--- src/rtl/display_pkg.sv ---
// display_pkg: shared scan FSM encoding, default scanner sizing and anode helper.
package display_pkg;
  typedef enum logic {BLANK = 1'b0, DRIVE = 1'b1} scan_state_e;
  localparam int DEF_NUM_DIGITS  = 4;
  localparam int DEF_REFRESH_DIV = 1024;
  localparam int DEF_DRIVE_TICKS = 3;
  function automatic logic [31:0] anode_off(input int w);
    return (w >= 32) ? 32'hFFFF_FFFF : (32'h1 << w) - 32'h1;
  endfunction
endpackage

--- src/rtl/seven_segment_scanner_if.sv ---
// seven_segment_scanner_if: value load side and multiplexed display outputs of the scanner.
interface seven_segment_scanner_if #(parameter int NUM_DIGITS = 4);
  localparam int SW = (NUM_DIGITS > 1) ? $clog2(NUM_DIGITS) : 1;
  logic [4*NUM_DIGITS-1:0] value_in;
  logic                    value_load;
  logic [3:0]              digit_value;
  logic [NUM_DIGITS-1:0]   anode;
  logic [SW-1:0]           digit_sel;
  logic                    frame_done;
  logic                    load_pending;
  modport master (output value_in, value_load,
                  input  digit_value, anode, digit_sel, frame_done, load_pending);
  modport slave  (input  value_in, value_load,
                  output digit_value, anode, digit_sel, frame_done, load_pending);
endinterface

--- src/rtl/scan_tick_gen.sv ---
// scan_tick_gen: free-running divider, tick high on the last cycle of each REFRESH_DIV period.
module scan_tick_gen #(
  parameter int REFRESH_DIV = 1024
) (
  input  logic clock_in,
  input  logic reset,
  output logic tick
);
  localparam int W = $clog2(REFRESH_DIV);
  logic [W-1:0] cnt_q, cnt_d;
  assign tick  = cnt_q == W'(REFRESH_DIV - 1);
  assign cnt_d = tick ? '0 : cnt_q + W'(1);
  always_ff @(posedge clock_in or posedge reset)
    if (reset) cnt_q <= '0;
    else       cnt_q <= cnt_d;
endmodule

--- src/rtl/seven_segment_scanner.sv ---
// seven_segment_scanner: blank/drive digit multiplexer with frame-aligned value updates.
// SCANNER_LEADING_ZERO_BLANK_EN keeps digits above the top nonzero nibble dark.
module seven_segment_scanner
  import display_pkg::*;
#(
  parameter int NUM_DIGITS  = DEF_NUM_DIGITS,
  parameter int REFRESH_DIV = DEF_REFRESH_DIV,
  parameter int DRIVE_TICKS = DEF_DRIVE_TICKS
) (
  input logic clock_in,
  input logic reset,
  seven_segment_scanner_if.slave bus
);
  localparam int SW = (NUM_DIGITS > 1) ? $clog2(NUM_DIGITS) : 1;
  localparam int DW = (DRIVE_TICKS > 1) ? $clog2(DRIVE_TICKS) : 1;
  localparam int VW = 4 * NUM_DIGITS;
  scan_state_e     state_q, state_d;
  logic [DW-1:0]   dt_q, dt_d;
  logic [SW-1:0]   sel_q, sel_d;
  logic [VW-1:0]   disp_q, disp_d, pend_val_q, pend_val_d;
  logic [3:0]      dv_q, dv_d;
  logic            pend_q, pend_d, fd_q, fd_d;
  logic            tick, last, end_drive, bnd, lit;
  scan_tick_gen #(.REFRESH_DIV(REFRESH_DIV)) u_tick (
    .clock_in(clock_in),
    .reset   (reset),
    .tick    (tick)
  );
  assign last      = sel_q == SW'(NUM_DIGITS - 1);
  assign end_drive = tick && state_q == DRIVE && dt_q == DW'(DRIVE_TICKS - 1);
  assign bnd       = end_drive && last;
  always_comb begin
    state_d    = state_q;
    if (tick) state_d = (state_q == BLANK) ? DRIVE : (end_drive ? BLANK : DRIVE);
    dt_d       = (state_q == BLANK) ? '0 : (tick ? dt_q + DW'(1) : dt_q);
    sel_d      = end_drive ? (last ? '0 : sel_q + SW'(1)) : sel_q;
    fd_d       = bnd;
    pend_d     = bnd ? 1'b0 : (pend_q | bus.value_load);
    pend_val_d = (bus.value_load && !bnd) ? bus.value_in : pend_val_q;
    disp_d     = !bnd ? disp_q : (bus.value_load ? bus.value_in : (pend_q ? pend_val_q : disp_q));
    dv_d       = end_drive ? disp_d[{sel_d, 2'b00} +: 4] : dv_q;
  end
  always_ff @(posedge clock_in or posedge reset)
    if (reset) begin
      state_q    <= BLANK;
      dt_q       <= '0;
      sel_q      <= '0;
      disp_q     <= '0;
      pend_val_q <= '0;
      pend_q     <= 1'b0;
      fd_q       <= 1'b0;
      dv_q       <= '0;
    end else begin
      state_q    <= state_d;
      dt_q       <= dt_d;
      sel_q      <= sel_d;
      disp_q     <= disp_d;
      pend_val_q <= pend_val_d;
      pend_q     <= pend_d;
      fd_q       <= fd_d;
      dv_q       <= dv_d;
    end
`ifdef SCANNER_LEADING_ZERO_BLANK_EN
  logic [SW-1:0] msd;
  always_comb begin
    msd = '0;
    for (int i = 1; i < NUM_DIGITS; i++)
      if (disp_q[4*i +: 4] != 4'h0) msd = SW'(i);
  end
  assign lit = sel_q <= msd;
`else
  assign lit = 1'b1;
`endif
  assign bus.anode        = (state_q == DRIVE && lit) ? ~(NUM_DIGITS'(1) << sel_q)
                                                      : NUM_DIGITS'(anode_off(NUM_DIGITS));
  assign bus.digit_value  = dv_q;
  assign bus.digit_sel    = sel_q;
  assign bus.frame_done   = fd_q;
  assign bus.load_pending = pend_q;
endmodule

--- src/flat_wrapper.sv ---
// flat-port wrapper written by rule: the top's interface ports become plain ports
module seven_segment_scanner_flat import display_pkg::*;
#(
  parameter int NUM_DIGITS  = DEF_NUM_DIGITS,
  parameter int REFRESH_DIV = DEF_REFRESH_DIV,
  parameter int DRIVE_TICKS = DEF_DRIVE_TICKS
)
  (clock_in, reset, bus_value_in, bus_value_load, bus_digit_value, bus_anode, bus_digit_sel, bus_frame_done, bus_load_pending);
  seven_segment_scanner_if #(.NUM_DIGITS(NUM_DIGITS)) bus_i ();
  input logic clock_in;
  input logic reset;
  input wire logic [$bits(bus_i.value_in)-1:0] bus_value_in;
  input wire logic [$bits(bus_i.value_load)-1:0] bus_value_load;
  output wire logic [$bits(bus_i.digit_value)-1:0] bus_digit_value;
  output wire logic [$bits(bus_i.anode)-1:0] bus_anode;
  output wire logic [$bits(bus_i.digit_sel)-1:0] bus_digit_sel;
  output wire logic [$bits(bus_i.frame_done)-1:0] bus_frame_done;
  output wire logic [$bits(bus_i.load_pending)-1:0] bus_load_pending;
  assign bus_i.value_in = bus_value_in;
  assign bus_i.value_load = bus_value_load;
  assign bus_digit_value = bus_i.digit_value;
  assign bus_anode = bus_i.anode;
  assign bus_digit_sel = bus_i.digit_sel;
  assign bus_frame_done = bus_i.frame_done;
  assign bus_load_pending = bus_i.load_pending;
  seven_segment_scanner #(.NUM_DIGITS(NUM_DIGITS), .REFRESH_DIV(REFRESH_DIV), .DRIVE_TICKS(DRIVE_TICKS)) u_core (.clock_in(clock_in), .reset(reset), .bus(bus_i));
endmodule
--- config.mk ---
export PLATFORM = sky130hd
export DESIGN_NAME = seven_segment_scanner_flat
export DESIGN_NICKNAME = d
export VERILOG_FILES = /design/src/rtl/display_pkg.sv /design/src/rtl/seven_segment_scanner_if.sv /design/src/rtl/scan_tick_gen.sv /design/src/rtl/seven_segment_scanner.sv /design/src/flat_wrapper.sv
export SDC_FILE = /design/constraint.sdc
export NUM_CORES = 1
export LEC_CHECK = 0
export BUFFER_PORTS_ARGS = -buffer_cell sky130_fd_sc_hd__buf_4
export CELL_PAD_IN_SITES_DETAIL_PLACEMENT = 0
export CELL_PAD_IN_SITES_GLOBAL_PLACEMENT = 1
export CORE_MARGIN = 2
export CORE_UTILIZATION = 45
export DETAILED_ROUTE_END_ITERATION = 8
export GPL_ROUTABILITY_DRIVEN = 0
export PLACE_DENSITY_LB_ADDON = 0.15
export SLEW_MARGIN = 20
export SYNTH_ARGS = -nofsm -noshare
export SYNTH_HDL_FRONTEND = slang
export SYNTH_HIERARCHICAL = 1
export SYNTH_SLANG_ARGS = --single-unit
--- constraint.sdc ---
create_clock -name clock_in -period 2.8 [get_ports clock_in]
set_input_delay 0.28 -clock clock_in [delete_from_list [all_inputs] [get_ports clock_in]]
set_output_delay 0.28 -clock clock_in [all_outputs]
set_load 0.02 [all_outputs]
==> results of run 1 <==
final cells by class:
cell class / instances / area (µm²)
Clock buffer: 8 / 80.08
Multi-Input combinational cell: 160 / 1106
Sequential cell: 53 / 1326
Timing Repair Buffer: 37 / 292.8
Fill cell: 520 / 2537
Tap cell: 72 / 90.09
Inverter: 10 / 40.04
sequential cells by signal, summed over array words and instances (netlist names):
register / cells
u_core/bus.digit_value: 4
u_core/bus.load_pending: 1
u_core/bus.frame_done: 1
u_core/disp_q: 16
u_core/bus.digit_sel: 2
u_core/state_q: 1
u_core/dt_q: 2
u_core/u_tick/cnt_q: 10
u_core/pend_val_q: 16
how the worst max path moves through the flow:
stage,to,slack [ps]
2_1_floorplan,u_core/bus.digit_value[0],510
3_3_place_gp,u_core/bus.digit_value[0],530
3_5_place_dp,u_core/bus.digit_value[0],430
4_1_cts,u_core/bus.digit_value[0],410
5_1_grt,u_core/bus.digit_value[0],170
6_report,u_core/bus.digit_value[0],430
synth_stat cells, types with 3 or more instances:
cell / number / area share [%]
mux2_2: 16 / 7.1
nand4_1: 3 / 0.74
clkbuf_1: 5 / 0.74
ha_1: 6 / 2.9
mux2i_1: 5 / 2.0
and2_1: 3 / 0.74
inv_1: 9 / 1.3
buf_2: 6 / 1.2
nand2_1: 30 / 4.4
dfrtp_1: 53 / 52
a22oi_1: 3 / 0.88
xnor2_1: 3 / 1.0
o21ai_0: 3 / 0.59
o211ai_1: 4 / 1.2
a32oi_1: 13 / 4.5
nand3_1: 32 / 6.3
nor2_1: 9 / 1.3
xor2_1: 3 / 1.0
power by group through the flow:
| stage | combinational (W) | sequential (W) | clock, W |
|---|---|---|---|
| 2_1_floorplan | 0.0000480 | 0.000811 | 0 |
| 3_3_place_gp | 0.0000870 | 0.000815 | 0 |
| 6_report | 0.0000867 | 0.000800 | 0.000415 |
| 5_1_grt | 0.0000973 | 0.000803 | 0.000471 |
| 3_5_place_dp | 0.0000879 | 0.000816 | 0 |
| 4_1_cts | 0.0000892 | 0.000801 | 0.000434 |
metrics by stage:
step	setup WS (ps)	power [W]	hold WS, ps	instance area (µm²)
floorplan	506.5	0.0008587	120.2	2547
global placement	526.0	0.0009022	298.3	2845
detailed placement	432.9	0.0009038	290.2	2845
CTS	405.7	0.001324	202.2	2935
global route	168.7	0.001371	199.2	2935
finish	432.5	0.001302	209.6	2935
logic make-up (layout without fill, tap and decap cells):
family,after synthesis,in the layout,synth area share (%)
XOR/XNOR,6,6,2.063
buffers and inverters,24,55,4.519
multiplexers,21,21,9.037
flip-flops,53,53,52.06
AND/OR/NAND/NOR,92,92,18.32
AO/OA/AOI/OAI,35,35,11.05
adder cells (fa/ha/maj),6,6,2.947
layer usage:
| metal | global-route usage, % | up-vias |
|---|---|---|
| met1 | 26.82 | 939 |
| met2 | 30.42 | 34 |
| met4 | 5.172 | 0 |
| met3 | 4.091 | 6 |
| li1 | - | 918 |
| met5 | 0 | - |
==> results.yml, run 1 <==
clocking:
  path_clk_slew_ps: 90
  cts_max_path_buffers: 2
  cts_resized: 0
  tritoncts: "done"
  cts_setup_buffers: 0
  clkSinkCount: 53
  insertion_delay_ps: 310
  numCtsBuffers: 5
  cts_root_buffer: "clkbuf_8"
  ctsHoldBuffers: 1
  htree_levels: 2
floorplanning:
  start_util_pct: 46.55
  core-area_um2: 5473
  io_pins: 31
  fp-row-count: 27
  die_h_um: 79.24
  die_area_um2: 6279
  fp.dieW_um: 79.24
min_path:
  min_to: "u_core/pend_val_q[8]"
  hold_path_class: "input port to flop"
  worstHoldPathCells: 2
  hold_start: "bus_value_in[8]"
pwr:
  sw_frac_of_total_pct: 22.41
  powerDensity_nw_per_um2: 443.5
  p_seq_share_pct: 61.5
  clockPowerShare_pct: 31.9
  ir_drop_mv: 0.2084
  leakagePower_nw: 1.281
  internal-power_w: 0.001010
  p_switching_w: 0.0002918
  combPwrFrac_pct: 6.7
global_route:
  grt_usage_pct: 19.19
  grt_pass1_vias: 1868
  grt.overflow.total: 0
  grt_max_degree: 34
  antenna_found_initial: 0
  grt_pass1_wl_mm: 9.328
setup_path:
  critical_path_buf_inv_count: 2
  worst_setup_path_end_kind: "flop"
  cp.depth: 9
  crit_type: "flop to flop"
  cp-startpoint: "u_core/u_tick/cnt_q[0]"
  reg2reg_to: "u_core/bus.digit_value[0]"
  crit_fanout: 33
  slowest_stage: "dfrtp_1"
  worstPathRequired_ps: 2990
  reg2reg_slack_ps: 430
  ff2ff_path_depth: 9
  critPathMaxStageDelay_ps: 410
  cp.arrival_ps: 2550
  reg2reg_from: "u_core/u_tick/cnt_q[0]"
  crit_chain: "ha_1 -> inv_1 -> nor3_2 -> nand4_4 -> inv_4 -> o21ai_1 -> a22o_1 -> a221oi_2 -> o31ai_1"
  worstSetupStartpointType: "flop"
  crit_family: "compound AO/OA/AOI/OAI gates"
cells_and_area:
  diodes: 0
  final_util_pct: 53.64
  syn2layout_area_growth_pct: 15.23
  stdcell_count: 340
  nets: 292
  final_common_cell: "dfrtp_1"
  drive_gt1_share_pct: 24.63
  layout_common_cells: "dfrtp_1 (53), buf_4 (35), nand3_1 (32), nand2_1 (30), mux2_2 (16)"
synthesis:
  ys_types: 42
  synth_seq_cells: 53
  syn-cell-area_um2: 2547
  yosysWarningCount: 6
  yosysSeqAreaShare_pct: 52.06
  synth_edf_count: 0
  ys.flop_type: "dfrtp_1"
  syn_nets: 262
  async_flop_share_pct: 100.0
  syn_avg_cell_area_um2: 10.75
  netlist_instances: 237
placement:
  dp_hpwl_mm: 3.793
  io_buffers: 30
  post-place-cells: 331
route:
  met3_length_um: 204
  met1_length_mm: 2.568
  drtIter0Drc: 93
  top_layer_used: "met4"
  ant_nets: 0
  wire_per_inst_um: 16.09
  wl_met2_mm: 2.632
  num_vias: 1897
  wl_mm: 5.470
  remaining_drc_errors: 0
  viasPerCell: 5.579
  firstDrtPassIters: 4
timing:
  setup_tns_ps: 0
  setup_viol: 0
  finalCritPeriodShare_pct: 84.55
  timing.final.hold_violations: 0
  skew_ps: 8.646
  grt_setup_unrepaired: "false"
  drv_slew: 0
  fin_crit_ps: 2367
  tightest_slew_ps: 946.5
  relSlewSlack_pct: 36.51
  max_freq_mhz: 422.4
job:
  drv_cap: 0
status:
  status: "complete, no violations"
Note: power is estimated with default switching activity, not from simulation.
==> run 2: changes to the inputs <==
==> constraint.sdc (replaced) <==
create_clock -name clock_in -period 2.4 [get_ports clock_in]
set_input_delay 0.24 -clock clock_in [delete_from_list [all_inputs] [get_ports clock_in]]
set_output_delay 0.24 -clock clock_in [all_outputs]
set_load 0.02 [all_outputs]
==> run 2 against run 1 <==
  * Global-route usage rose by 0.21 points
  * Clock skew shrank 2.1 ps
  * Design area up 1.8%
  * Combinational power up 18%
  * Register-to-register slack worse by 180 ps
  * Largest power group unchanged
  * Worst hold slack got worse by 35 ps
  * Clock power increased by 18%
  * Die area unchanged
  * Critical endpoint unchanged
  * Sequential cell count unchanged
  * Largest cell class unchanged
  * Sequential power up 17%
==> results.yml, run 2 (synthesis gave the netlist of run 1 again) <==
status:
  status: "complete, no violations"
setup_path:
  worstSetupStartpointType: "flop"
  critical_path_buf_inv_count: 2
  crit_family: "compound AO/OA/AOI/OAI gates"
  worst_setup_path_end_kind: "flop"
  crit_chain: "ha_1 -> inv_1 -> nor3_4 -> nand4_4 -> inv_4 -> o21ai_1 -> a22o_1 -> a221oi_2 -> o31ai_1"
  crit_type: "flop to flop"
  slowest_stage: "dfrtp_1"
  critPathMaxStageDelay_ps: 420
  worstPathRequired_ps: 2580
  crit_fanout: 9
  cp.arrival_ps: 2330
global_route:
  grt_usage_pct: 19.40
  grt.overflow.total: 0
  grt_max_degree: 44
  antenna_found_initial: 0
  grt_pass1_vias: 1936
  grt_pass1_wl_mm: 9.466
clocking:
  numCtsBuffers: 5
  cts_max_path_buffers: 2
  insertion_delay_ps: 300
  htree_levels: 2
  path_clk_slew_ps: 90
  tritoncts: "done"
  cts_root_buffer: "clkbuf_8"
  clkSinkCount: 53
  cts_setup_buffers: 0
timing:
  skew_ps: 6.513
  setup_tns_ps: 0
  drv_slew: 0
  grt_setup_unrepaired: "false"
  setup_viol: 0
  max_freq_mhz: 465.6
  hold_ws_ps: 174.5
  finalCritPeriodShare_pct: 89.49
  relSlewSlack_pct: 63.28
  timing.final.ws_setup_ps: 252.3
  fin_crit_ps: 2148
  timing.final.hold_violations: 0
  tightest_slew_ps: 550.8
cells_and_area:
  nFillCells: 513
  design_area_um2: 2988
  multi_input_area_um2: 1112
  largestRegisters: "u_core/disp_q: 16 flops, u_core/pend_val_q: 16 flops, u_core/u_tick/cnt_q: 10 flops"
  nets: 296
  syn2layout_area_growth_pct: 17.29
  diodes: 0
  regArea_um2: 1326
  layout_common_cells: "dfrtp_1 (53), buf_4 (38), nand3_1 (32), nand2_1 (30), mux2_2 (16)"
  drive_gt1_share_pct: 26.10
  final_common_cell: "dfrtp_1"
job:
  drv_cap: 0
floorplanning:
  die_area_um2: 6279
  fp-row-count: 27
  core-area_um2: 5473
  io_pins: 31
  die_h_um: 79.24
  start_util_pct: 46.55
  fp.dieW_um: 79.24
min_path:
  hold_path_class: "input port to flop"
route:
  ant_nets: 0
  wl_mm: 5.424
  firstDrtPassIters: 4
  viasPerCell: 5.517
  wire_per_inst_um: 15.77
  drtIter0Drc: 95
  remaining_drc_errors: 0
  num_vias: 1898
pwr:
  leakagePower_nw: 1.320
  power_w: 0.001524
  powerDensity_nw_per_um2: 510.2
  ir_drop_mv: 0.3876
placement:
  placed_area_um2: 2888
  io_buffers: 30
  dp_hpwl_mm: 3.774
  dp_slack_ps: 109.1
[run 2: cell count changes in the layout (fill, tap and decap cells not counted), sizes merged]
cell,delta
buf,+4
clkbuf,-1
clkinvlp,+1
[run 2: final timing paths]
check | startpoint | endpoint | slack (ps) | cells past startpoint
max | u_core/u_tick/cnt_q[0] | u_core/bus.digit_value[0] | 250 | 9
min | bus_value_in[14] | u_core/pend_val_q[14] | 170 | 2
max reg2reg | u_core/u_tick/cnt_q[0] | u_core/bus.digit_value[0] | 250 | 9
min reg2reg | u_core/u_tick/cnt_q[0] | u_core/u_tick/cnt_q[0] | 510 | 1
max in group asynchronous | reset | u_core/pend_val_q[3] | 1380 | 4
min in group asynchronous | reset | u_core/u_tick/cnt_q[5] | 480 | 3
[run 2: repair_timing]
item / in CTS / in global routing
gates resized for setup: 0 / 1
endpoints found under the setup margin: 0 / 17
endpoints found under the hold margin: 10 / 0
hold buffers: 1 / 0
[run 2: power breakdown]
group / leakage [nW] / total, W / internal [W] / switching [W]
clock: 0.0385 / 0.000489 / 0.000207 / 0.000282
combinational: 0.681 / 0.000102 / 0.0000514 / 0.0000504
sequential: 0.601 / 0.000933 / 0.000919 / 0.0000140
[run 2: metrics by stage]
| step | instances | utilization [%] |
|---|---|---|
| 2_1_floorplan | 237 | - |
| 3_3_place_gp | 335 | 52.77 |
| 3_5_place_dp | 335 | 52.77 |
| 4_1_cts | 344 | 54.48 |
| 5_1_grt | 344 | 54.60 |
| 6_report | 344 | 54.60 |
[run 2: layout make-up]
class / count / share of cell area, %
sequential: 53 / 44.39
multi-input combinational: 160 / 37.23
inverter: 10 / 1.340
tap: 72 / 3.015
clock buffer: 7 / 2.554
clock inverter: 1 / 0.2513
timing repair buffer: 41 / 11.22
[run 2: layer usage]
metal | share of wire, % | global-route usage (%) | vias up
met1 | 48 | 26.90 | 938
met5 | 0 | 0 | -
met3 | 3.5 | 3.977 | 4
met2 | 48 | 30.00 | 39
li1 | - | - | 917
met4 | 0.96 | 7.414 | 0
